===== src/rtl/dht11_pkg.sv =====
// dht11_pkg: shared definitions for the DHT11 single-wire protocol.
// Holds the state encoding, default timing constants (us) and frame size,
// used by both the sensor-side responder and the host-side reader.
package dht11_pkg;

  typedef enum logic [2:0] {
    ST_IDLE      = 3'd0,
    ST_HOST_LOW  = 3'd1,
    ST_RESP_WAIT = 3'd2,
    ST_ACK_LOW   = 3'd3,
    ST_ACK_HIGH  = 3'd4,
    ST_BIT_LOW   = 3'd5,
    ST_BIT_HIGH  = 3'd6,
    ST_END_LOW   = 3'd7
  } dht11_state_t;

  localparam int DHT11_CLK_DIV       = 50;
  localparam int DHT11_START_MIN_US  = 18000;
  localparam int DHT11_RESP_DELAY_US = 30;
  localparam int DHT11_ACK_LOW_US    = 80;
  localparam int DHT11_ACK_HIGH_US   = 80;
  localparam int DHT11_BIT_LOW_US    = 50;
  localparam int DHT11_BIT0_HIGH_US  = 26;
  localparam int DHT11_BIT1_HIGH_US  = 70;
  localparam int FRAME_BITS          = 40;

  // Sum of the four payload bytes, wrapped to 8 bits.
  function automatic logic [7:0] dht11_checksum(input logic [31:0] d);
    return d[31:24] + d[23:16] + d[15:8] + d[7:0];
  endfunction

endpackage


===== src/rtl/dht11_us_tick.sv =====
// dht11_us_tick: free-running prescaler producing a one-clk tick every
// CLK_DIV clocks (1 us at the nominal clock).
// Ports: clk, rst_n (async, active-low), tick (registered 1-clk pulse).
module dht11_us_tick
  import dht11_pkg::*;
#(
  parameter int CLK_DIV = DHT11_CLK_DIV
) (
  input  logic clk,
  input  logic rst_n,
  output logic tick
);

  localparam int            CW   = (CLK_DIV > 1) ? $clog2(CLK_DIV) : 1;
  localparam logic [CW-1:0] LAST = CW'(CLK_DIV - 1);

  logic [CW-1:0] div_cnt;

  always_ff @(posedge clk or negedge rst_n) begin
    if (!rst_n) begin
      div_cnt <= '0;
      tick    <= 1'b0;
    end else begin
      tick    <= (div_cnt == LAST);
      div_cnt <= (div_cnt == LAST) ? '0 : div_cnt + 1'b1;
    end
  end

endmodule


===== src/rtl/dht11_responder.sv =====
// dht11_responder: sensor side of the DHT11 single-wire protocol.
// Waits for a host start pulse, then sends ack and a 40-bit frame
// {data_in, checksum} MSB first.
// Ports: clk, rst_n (async, active-low), dht_in (raw bus level),
//   dht_oe (1 = pull bus low, registered), en (accept start requests),
//   data_in {hum_int, hum_dec, temp_int, temp_dec}, busy (ack..end low),
//   frame_done (1-clk pulse on return to idle after a frame).
module dht11_responder
  import dht11_pkg::*;
#(
  parameter int CLK_DIV       = DHT11_CLK_DIV,
  parameter int START_MIN_US  = DHT11_START_MIN_US,
  parameter int RESP_DELAY_US = DHT11_RESP_DELAY_US,
  parameter int ACK_LOW_US    = DHT11_ACK_LOW_US,
  parameter int ACK_HIGH_US   = DHT11_ACK_HIGH_US,
  parameter int BIT_LOW_US    = DHT11_BIT_LOW_US,
  parameter int BIT0_HIGH_US  = DHT11_BIT0_HIGH_US,
  parameter int BIT1_HIGH_US  = DHT11_BIT1_HIGH_US
) (
  input  logic        clk,
  input  logic        rst_n,
  input  logic        dht_in,
  output logic        dht_oe,
  input  logic        en,
  input  logic [31:0] data_in,
  output logic        busy,
  output logic        frame_done
);

  localparam logic [15:0] T_START = 16'(START_MIN_US);
  localparam logic [15:0] T_RESP  = 16'(RESP_DELAY_US);
  localparam logic [15:0] T_ACKL  = 16'(ACK_LOW_US);
  localparam logic [15:0] T_ACKH  = 16'(ACK_HIGH_US);
  localparam logic [15:0] T_BITL  = 16'(BIT_LOW_US);
  localparam logic [15:0] T_BIT0  = 16'(BIT0_HIGH_US);
  localparam logic [15:0] T_BIT1  = 16'(BIT1_HIGH_US);
  localparam logic [5:0]  N_BITS  = 6'(FRAME_BITS);

  function automatic logic [15:0] sat_inc(input logic [15:0] v);
    return (v == 16'hFFFF) ? v : v + 16'd1;
  endfunction

  function automatic logic drives_low(input dht11_state_t s);
    return (s == ST_ACK_LOW) || (s == ST_BIT_LOW) || (s == ST_END_LOW);
  endfunction

  function automatic logic is_busy(input dht11_state_t s);
    return (s == ST_ACK_LOW) || (s == ST_ACK_HIGH) || (s == ST_BIT_LOW) ||
           (s == ST_BIT_HIGH) || (s == ST_END_LOW);
  endfunction

  logic                  tick;
  logic                  dht_p0, dht_p1, dht_p2;
  logic                  bus_rise;
  dht11_state_t          state, state_nxt;
  logic [15:0]           us_cnt;
  logic [5:0]            bit_cnt;
  logic [FRAME_BITS-1:0] shift_reg;
  logic [15:0]           bit_dur;
  logic                  load, shift_en, done_nxt;

  dht11_us_tick #(.CLK_DIV(CLK_DIV)) u_tick (
    .clk   (clk),
    .rst_n (rst_n),
    .tick  (tick)
  );

  // p0/p1: two-FF synchronizer; p2: previous synced level for edge detect.
  // Reset to the idle (pulled-up) level so reset release is not a start.
  always_ff @(posedge clk or negedge rst_n) begin
    if (!rst_n) begin
      dht_p0 <= 1'b1;
      dht_p1 <= 1'b1;
      dht_p2 <= 1'b1;
    end else begin
      dht_p0 <= dht_in;
      dht_p1 <= dht_p0;
      dht_p2 <= dht_p1;
    end
  end

  assign bus_rise = dht_p1 & ~dht_p2;
  assign bit_dur  = shift_reg[FRAME_BITS-1] ? T_BIT1 : T_BIT0;

  // Next-state decision. The bus is only looked at in IDLE, HOST_LOW and
  // RESP_WAIT; while we drive or release the line it is ignored.
  always_comb begin
    state_nxt = state;
    load      = 1'b0;
    shift_en  = 1'b0;
    done_nxt  = 1'b0;
    case (state)
      ST_IDLE:      if (en && !dht_p1) state_nxt = ST_HOST_LOW;
      ST_HOST_LOW:  if (bus_rise) state_nxt = (us_cnt >= T_START) ? ST_RESP_WAIT : ST_IDLE;
      ST_RESP_WAIT: begin
        if (!dht_p1) begin
          state_nxt = ST_HOST_LOW;
        end else if (us_cnt >= T_RESP) begin
          state_nxt = ST_ACK_LOW;
          load      = 1'b1;
        end
      end
      ST_ACK_LOW:   if (us_cnt >= T_ACKL) state_nxt = ST_ACK_HIGH;
      ST_ACK_HIGH:  if (us_cnt >= T_ACKH) state_nxt = ST_BIT_LOW;
      ST_BIT_LOW:   if (us_cnt >= T_BITL) state_nxt = ST_BIT_HIGH;
      ST_BIT_HIGH: begin
        if (us_cnt >= bit_dur) begin
          shift_en  = 1'b1;
          state_nxt = ((bit_cnt + 6'd1) < N_BITS) ? ST_BIT_LOW : ST_END_LOW;
        end
      end
      ST_END_LOW: begin
        if (us_cnt >= T_BITL) begin
          state_nxt = ST_IDLE;
          done_nxt  = 1'b1;
        end
      end
      default:      state_nxt = ST_IDLE;
    endcase
  end

  // Outputs are decoded from the next state so they change on the same
  // edge as the state register and never glitch.
  always_ff @(posedge clk or negedge rst_n) begin
    if (!rst_n) begin
      state      <= ST_IDLE;
      dht_oe     <= 1'b0;
      busy       <= 1'b0;
      frame_done <= 1'b0;
      us_cnt     <= '0;
      bit_cnt    <= '0;
      shift_reg  <= '0;
    end else begin
      state      <= state_nxt;
      dht_oe     <= drives_low(state_nxt);
      busy       <= is_busy(state_nxt);
      frame_done <= done_nxt;
      if (state_nxt != state) us_cnt <= '0;
      else if (tick)          us_cnt <= sat_inc(us_cnt);
      if (load) begin
        shift_reg <= {data_in, dht11_checksum(data_in)};
        bit_cnt   <= '0;
      end else if (shift_en) begin
        shift_reg <= {shift_reg[FRAME_BITS-2:0], 1'b0};
        bit_cnt   <= bit_cnt + 6'd1;
      end
    end
  end

endmodule


===== config.mk =====
export PLATFORM = sky130hd
export DESIGN_NAME = dht11_responder
export DESIGN_NICKNAME = d
export VERILOG_FILES = /design/src/rtl/dht11_pkg.sv /design/src/rtl/dht11_us_tick.sv /design/src/rtl/dht11_responder.sv
export SDC_FILE = /design/constraint.sdc
export NUM_CORES = 1
export LEC_CHECK = 0
export CORE_UTILIZATION = 33
export CTS_BUF_LIST = sky130_fd_sc_hd__clkbuf_2
export DETAILED_ROUTE_END_ITERATION = 8
export GPL_ROUTABILITY_DRIVEN = 0
export PLACE_DENSITY_LB_ADDON = 0.1
export SLEW_MARGIN = 20
export SYNTH_ARGS = -nofsm -noshare
export SYNTH_HDL_FRONTEND = slang
export SYNTH_SLANG_ARGS = --single-unit

===== constraint.sdc =====
create_clock -name clk -period 2.9 [get_ports clk]
set_clock_uncertainty 0.2 [all_clocks]
set_input_delay 0.58 -clock clk [delete_from_list [all_inputs] [get_ports clk]]
set_output_delay 0.58 -clock clk [all_outputs]
set_load 0.01 [all_outputs]

After elaboration in Yosys (flattened, before gate mapping)

Index checks and enable logic that the tools add are counted.

Muxes and demuxes: 28
Equal/unequal tests: 16
Bitwise operators: 2
Order comparisons: 6
Reductions and logical operators: 12
Add/sub/neg operators: 6

Operators by type and width:

| kind                                                  | count |
|---|---|
| 2-to-1 mux 40 bit                                     | 2 |
| 2-to-1 mux 16 bit                                     | 3 |
| 2-to-1 mux 3 bit                                      | 9 |
| adder 8 bit                                           | 3 |
| == test 3 bit, second input constant                  | 8 |
| case mux 3 bit (8 select lines)                       | 1 |
| 2-to-1 mux 6 bit                                      | 3 |
| adder 16 x 1 -> 16 bit, second input constant         | 1 |
| == test 16 bit, second input constant                 | 1 |
| >= comparator 16 x 15 -> 1 bit, second input constant | 1 |
| >= comparator 16 x 5 -> 1 bit, second input constant  | 1 |
| >= comparator 16 x 6 -> 1 bit, second input constant  | 1 |
| >= comparator 16 x 7 -> 1 bit                         | 1 |
| >= comparator 16 x 7 -> 1 bit, second input constant  | 1 |
| adder 6 x 1 -> 6 bit, second input constant           | 2 |
| == test 3 x 2 -> 1 bit, second input constant         | 3 |
| 2-to-1 mux 1 bit                                      | 7 |
| 2-to-1 mux 7 bit                                      | 1 |
| == test 6 bit, second input constant                  | 1 |
| logical OR 1 bit                                      | 6 |
| < comparator 6 bit, second input constant             | 1 |
| 2-to-1 mux 2 bit                                      | 2 |
| nonzero test 2 bit                                    | 2 |
| == test 3 x 1 -> 1 bit, second input constant         | 1 |
| other kinds (8)                                       | 8 |

Bits of input ports: 36
Output and inout bits: 3
Logic and storage cells: 82
Register bits: 78

Depth between registers and ports, before layout

Depth after elaboration: 10
Depth in mapped cells: 11

Hierarchy

A second synthesis with hierarchy kept.

Cells, all modules: 469
Area total of the unflattened synthesis: 4775.8 um2

Modules (own cells, without submodules):

| module          | sequential area each (um2) | cells an instance | area each (um2) | instances |
|---|---|---|---|---|
| dht11_responder | 1780.5                     | 442               | 4465.5          | 1 |
| dht11_us_tick   | 175.2                      | 27                | 310.3           | 1 |

Worst setup path after synthesis

No wires, ideal clock.

Path type: input to register
From: in data_in[1]
To: reg shift_reg[7]
Data arrival time: 2.799 ns
Cell stages on the path: 11
Slack: -0.236 ns
Required time: 2.563 ns
Cell sequence: fa_1 fa_1 ha_1 inv_1 fa_1 nor2b_1 nor3_1 o21bai_1 a21oi_1 xnor2_1 a21oi_1

Longest elaborated chain between the ends: 2

RTL lines:

| element              | RTL line               | text |
|---|---|---|
| from (decl)          | dht11_responder.sv:25  | `input logic [31:0] data_in,` |
| adder 8 bit          | dht11_pkg.sv:29        | `return d[31:24] + d[23:16] + d[15:8] + d[7:0];` |
| 2-to-1 mux 40 bit    | dht11_responder.sv:140 | `if (load) begin` |
| to (signal assigned) | dht11_responder.sv:141 | `shift_reg <= {data_in, dht11_checksum(data_in)};` |
| to (signal assigned) | dht11_responder.sv:144 | `shift_reg <= {shift_reg[FRAME_BITS-2:0], 1'b0};` |
| to (decl)            | dht11_responder.sv:58  | `logic [FRAME_BITS-1:0] shift_reg;` |

Every way passes these cells.
A chain may end at the register's enable or synchronous reset.

Final worst setup path

From: in data_in[3]
To: reg shift_reg[6]

The elaborated chain is that of the path after synthesis.

==> results by group <==
Synth
  • Post-synthesis sequential area ratio: 0.428
  • Synth unique cells: 57
  • Yosys warnings: 0
  • EDFF count, synth: 0
  • Largest area contributor in the netlist: dfrtp_1
  • Dominant cells by area after synthesis: dfrtp_1, mux2i_1, fa_1, o21ai_1, nand2_1
  • #FFs+latches synth: 78
  • Avg Inst Size Synth: 10.2 sq um
  • FFs w/ async S/R, synth: 1.00
  • Syn_nets: 515
  • Syn Std Cell Area: 4570 sq um
  • Prevailing post-synth register cell: dfrtp_1
  • Post-Synthesis Cells: 449
  • Area share of the largest cell type after synthesis: 0.411

Finish
  • Share of cells above drive strength 1: 0.149
  • Sequential Area: 1960 sq um
  • Layout Cells excl Fill: 692
  • Ant. Diodes: 0
  • Final instance area: 5480 sq um
  • Filler instances: 1372
  • Multi-input gate area: 2480 sq um
  • Max reg flops: 40
  • Layout Nets: 578
  • Syn-to-layout area delta: 19.9%

Critical path
  • Cells along the critical path: clkdlybuf4s50_1 > fa_1 > fa_1 > ha_1 > buf_4 > o21ai_0 > o21bai_1 > a21oi_1 > xnor2_1 > nand2_1 > o21ai_1
  • CP max FO: 3
  • Largest delay contributor family on the critical path: adder cells
  • Slowest stage delay, CP: 0.57 ns
  • Setup crit start kind: primary input
  • Critical path type: primary input to flop
  • CP Capture Type: flop
  • CP bufs+invs: 2
  • CP arrival: 3.17 ns
  • CP dominant cell by count: fa_1
  • CP required: 3.19 ns
  • Critical path's slowest cell: fa_1

Timing
  • Setup TNS: 0 ns
  • Fmax achieved: 348 MHz
  • Final setup vio count: 0
  • Final Critical Period: 2.88 ns
  • Final Hold Viols: 0
  • Actual slew at the worst max-slew pin: 0.631 ns
  • WHS: 0.111 ns
  • Final Cycle Share: 0.992
  • Max Slew Vio Count: 0
  • RSZ-0062 raised after global routing: true
  • Slew margin rel.: 0.576

Global route
  • GRT overflow: 0
  • Pin count of the biggest net entering global routing: 87
  • Gr usage total: 0.160
  • Number of global-route vias before repair: 3594
  • Antenna violations before repair: 0
  • First-pass GRT wire length: 17800 microns

Clock tree
  • Root buffer cell: clkbuf_2
  • Clk Latency, worst-skew pair: 0.55 ns
  • Number of H-tree levels: 3
  • TritonCTS clock tree: yes
  • Clk pin slew, worst setup/hold paths: 0.20 ns
  • Number of buffers created by CTS: 9
  • Max Root-Sink Buffers: 2
  • Clock Sinks: 78

Route
  • Post-route ant nets: 0
  • WL/cell: 14.7 microns
  • Starting DRT DRC Count: 159
  • DRT Pass-1 Iters: 4
  • # DRC: 0
  • Vias per cell: 4.93
  • Wirelength, routed: 10200 microns
  • Via count: 3413

Die
  • Num rows: 42
  • Initial Util: 0.342
  • Die height: 120 microns
  • Die X-Extent: 120 microns
  • DIE AREA: 14300 sq um
  • CORE AREA: 13300 sq um
  • IO Count: 39

Power
  • Pwr dens: 526 nW/um^2
  • VDD IR max: 292 uV
  • Leak Pwr: 2.36 nW
  • Total power: 0.00288 W

Placement
  • DPL Wire Length: 7410 microns
  • DP Area: 5380 sq um
  • Port bufs: 38
  • Placed insts: 675

Status
  • Status: completed

Worst hold path
  • Tightest Hold Check Type: primary input to flop

Run
  • Max cap viols: 0
## cell families after synthesis
kind of cell    count (synthesis)  share of synthesized area
compound gates                106                      0.146
fa+ha+maj                      30                      0.105
xor+xnor                       30                     0.0575
flops                          78                      0.428
mux                            42                     0.0928
buf+inv                        37                     0.0359
simple gates                  126                      0.134
## power breakdown
group	switching, W	leakage (nW)	internal (W)
combinational	0.000495	1.43	0.000460
sequential	0.000153	0.877	0.00130
clock	0.000366	0.0569	0.000113
## cell usage in the layout, fill, tap and decap left out, drive strengths merged, types with 3 or more instances in the layout
cell,netlist,layout
o31ai,3,3
inv,13,13
dfstp,3,3
nor3,7,7
nand2,54,54
nand3,13,13
nor2b,4,4
nor4,3,3
nor2,25,25
xor2,8,8
clkbuf,14,12
mux2,3,3
dlygate4sd2,0,8
and4,3,3
a211oi,4,4
dfrtp,75,75
mux2i,39,39
clkinv,0,3
clkdlybuf4s50,0,27
buf,10,38
o41ai,3,3
o21ai,53,53
a21oi,27,27
fa,14,14
a21o,3,3
ha,16,16
xnor2,22,22
## worst reg2reg max path, cell delays in order, from the launching register on
cell and delay (ns):
dfrtp_1 0.51, nor4_4 0.34, buf_4 0.17, nand4bb_1 0.20
o41ai_1 0.58, or3_1 0.19, buf_4 0.26, a21oi_1 0.11
## path summary, 6_finish.rpt
check | from | end | slack, ns | depth (start not counted)
max | data_in[3] | shift_reg[6]$_DFFE_PN0P_ | 0.02 | 11
max reg2reg | us_cnt[11]$_DFFE_PN0P_ | us_cnt[5]$_DFFE_PN0P_ | 0.26 | 7
min in group asynchronous | rst_n | state[1]$_DFF_PN0_ | 0.32 | 2
max in group asynchronous | rst_n | shift_reg[22]$_DFFE_PN0P_ | 1.57 | 3
min reg2reg | dht_p0$_DFF_PN1_ | dht_p1$_DFF_PN1_ | 0.17 | 0
min | data_in[16] | shift_reg[24]$_DFFE_PN0P_ | 0.11 | 3
## layout make-up
type | count | area share
Timing Repair Buffer | 76 | 0.127
Clock inverter | 3 | 0.00228
Inverter | 13 | 0.00891
Tap cell | 176 | 0.0402
Sequential cell | 78 | 0.357
Multi-Input combinational cell | 334 | 0.453
Clock buffer | 12 | 0.0110
## layer usage
layer,track usage,part of all wire,vias to the layer above
met4,0.0531,0.015,0
li1,-,-,1708
met5,0,0,-
met3,0.0523,0.047,15
met1,0.207,0.47,1620
met2,0.251,0.47,70
## metrics by stage
| step | util | setup slack (ns) |
|---|---|---|
| 3_5_place_dp | 0.403 | -0.805 |
| 2_1_floorplan | - | -0.182 |
| 4_1_cts | 0.409 | 0.0241 |
| 6_report | 0.410 | 0.0235 |
| 5_1_grt | 0.410 | -0.00687 |
| 3_3_place_gp | 0.403 | -0.730 |
## synthesized netlist by cell type, types with 3 or more instances
cell type and count:
buf_4 3, nand2_1 54, and4_1 3, dfrtp_1 75, a21o_1 3, o21ai_0 12, a21oi_2 10, xor2_1 8
buf_2 5, o31ai_1 3, xnor2_1 22, o21ai_1 41, clkbuf_1 14, nor2_1 25, inv_1 13, nor3_1 7
dfstp_2 3, nor2b_1 4, a21oi_1 17, fa_1 14, ha_1 16, mux2i_1 39, a211oi_1 3, nand3_1 13
## what timing repair did
| item | CTS | global route |
|---|---|---|
| pin swaps | 4 | 6 |
| hold buffers | 1 | 0 |
| resized for setup | 11 | 5 |
| endpoints found under the hold margin | 35 | 0 |
| buffers inserted | 1 | 0 |
| setup endpoints to repair | 1 | 2 |
Power figures use the tool's default switching activity.
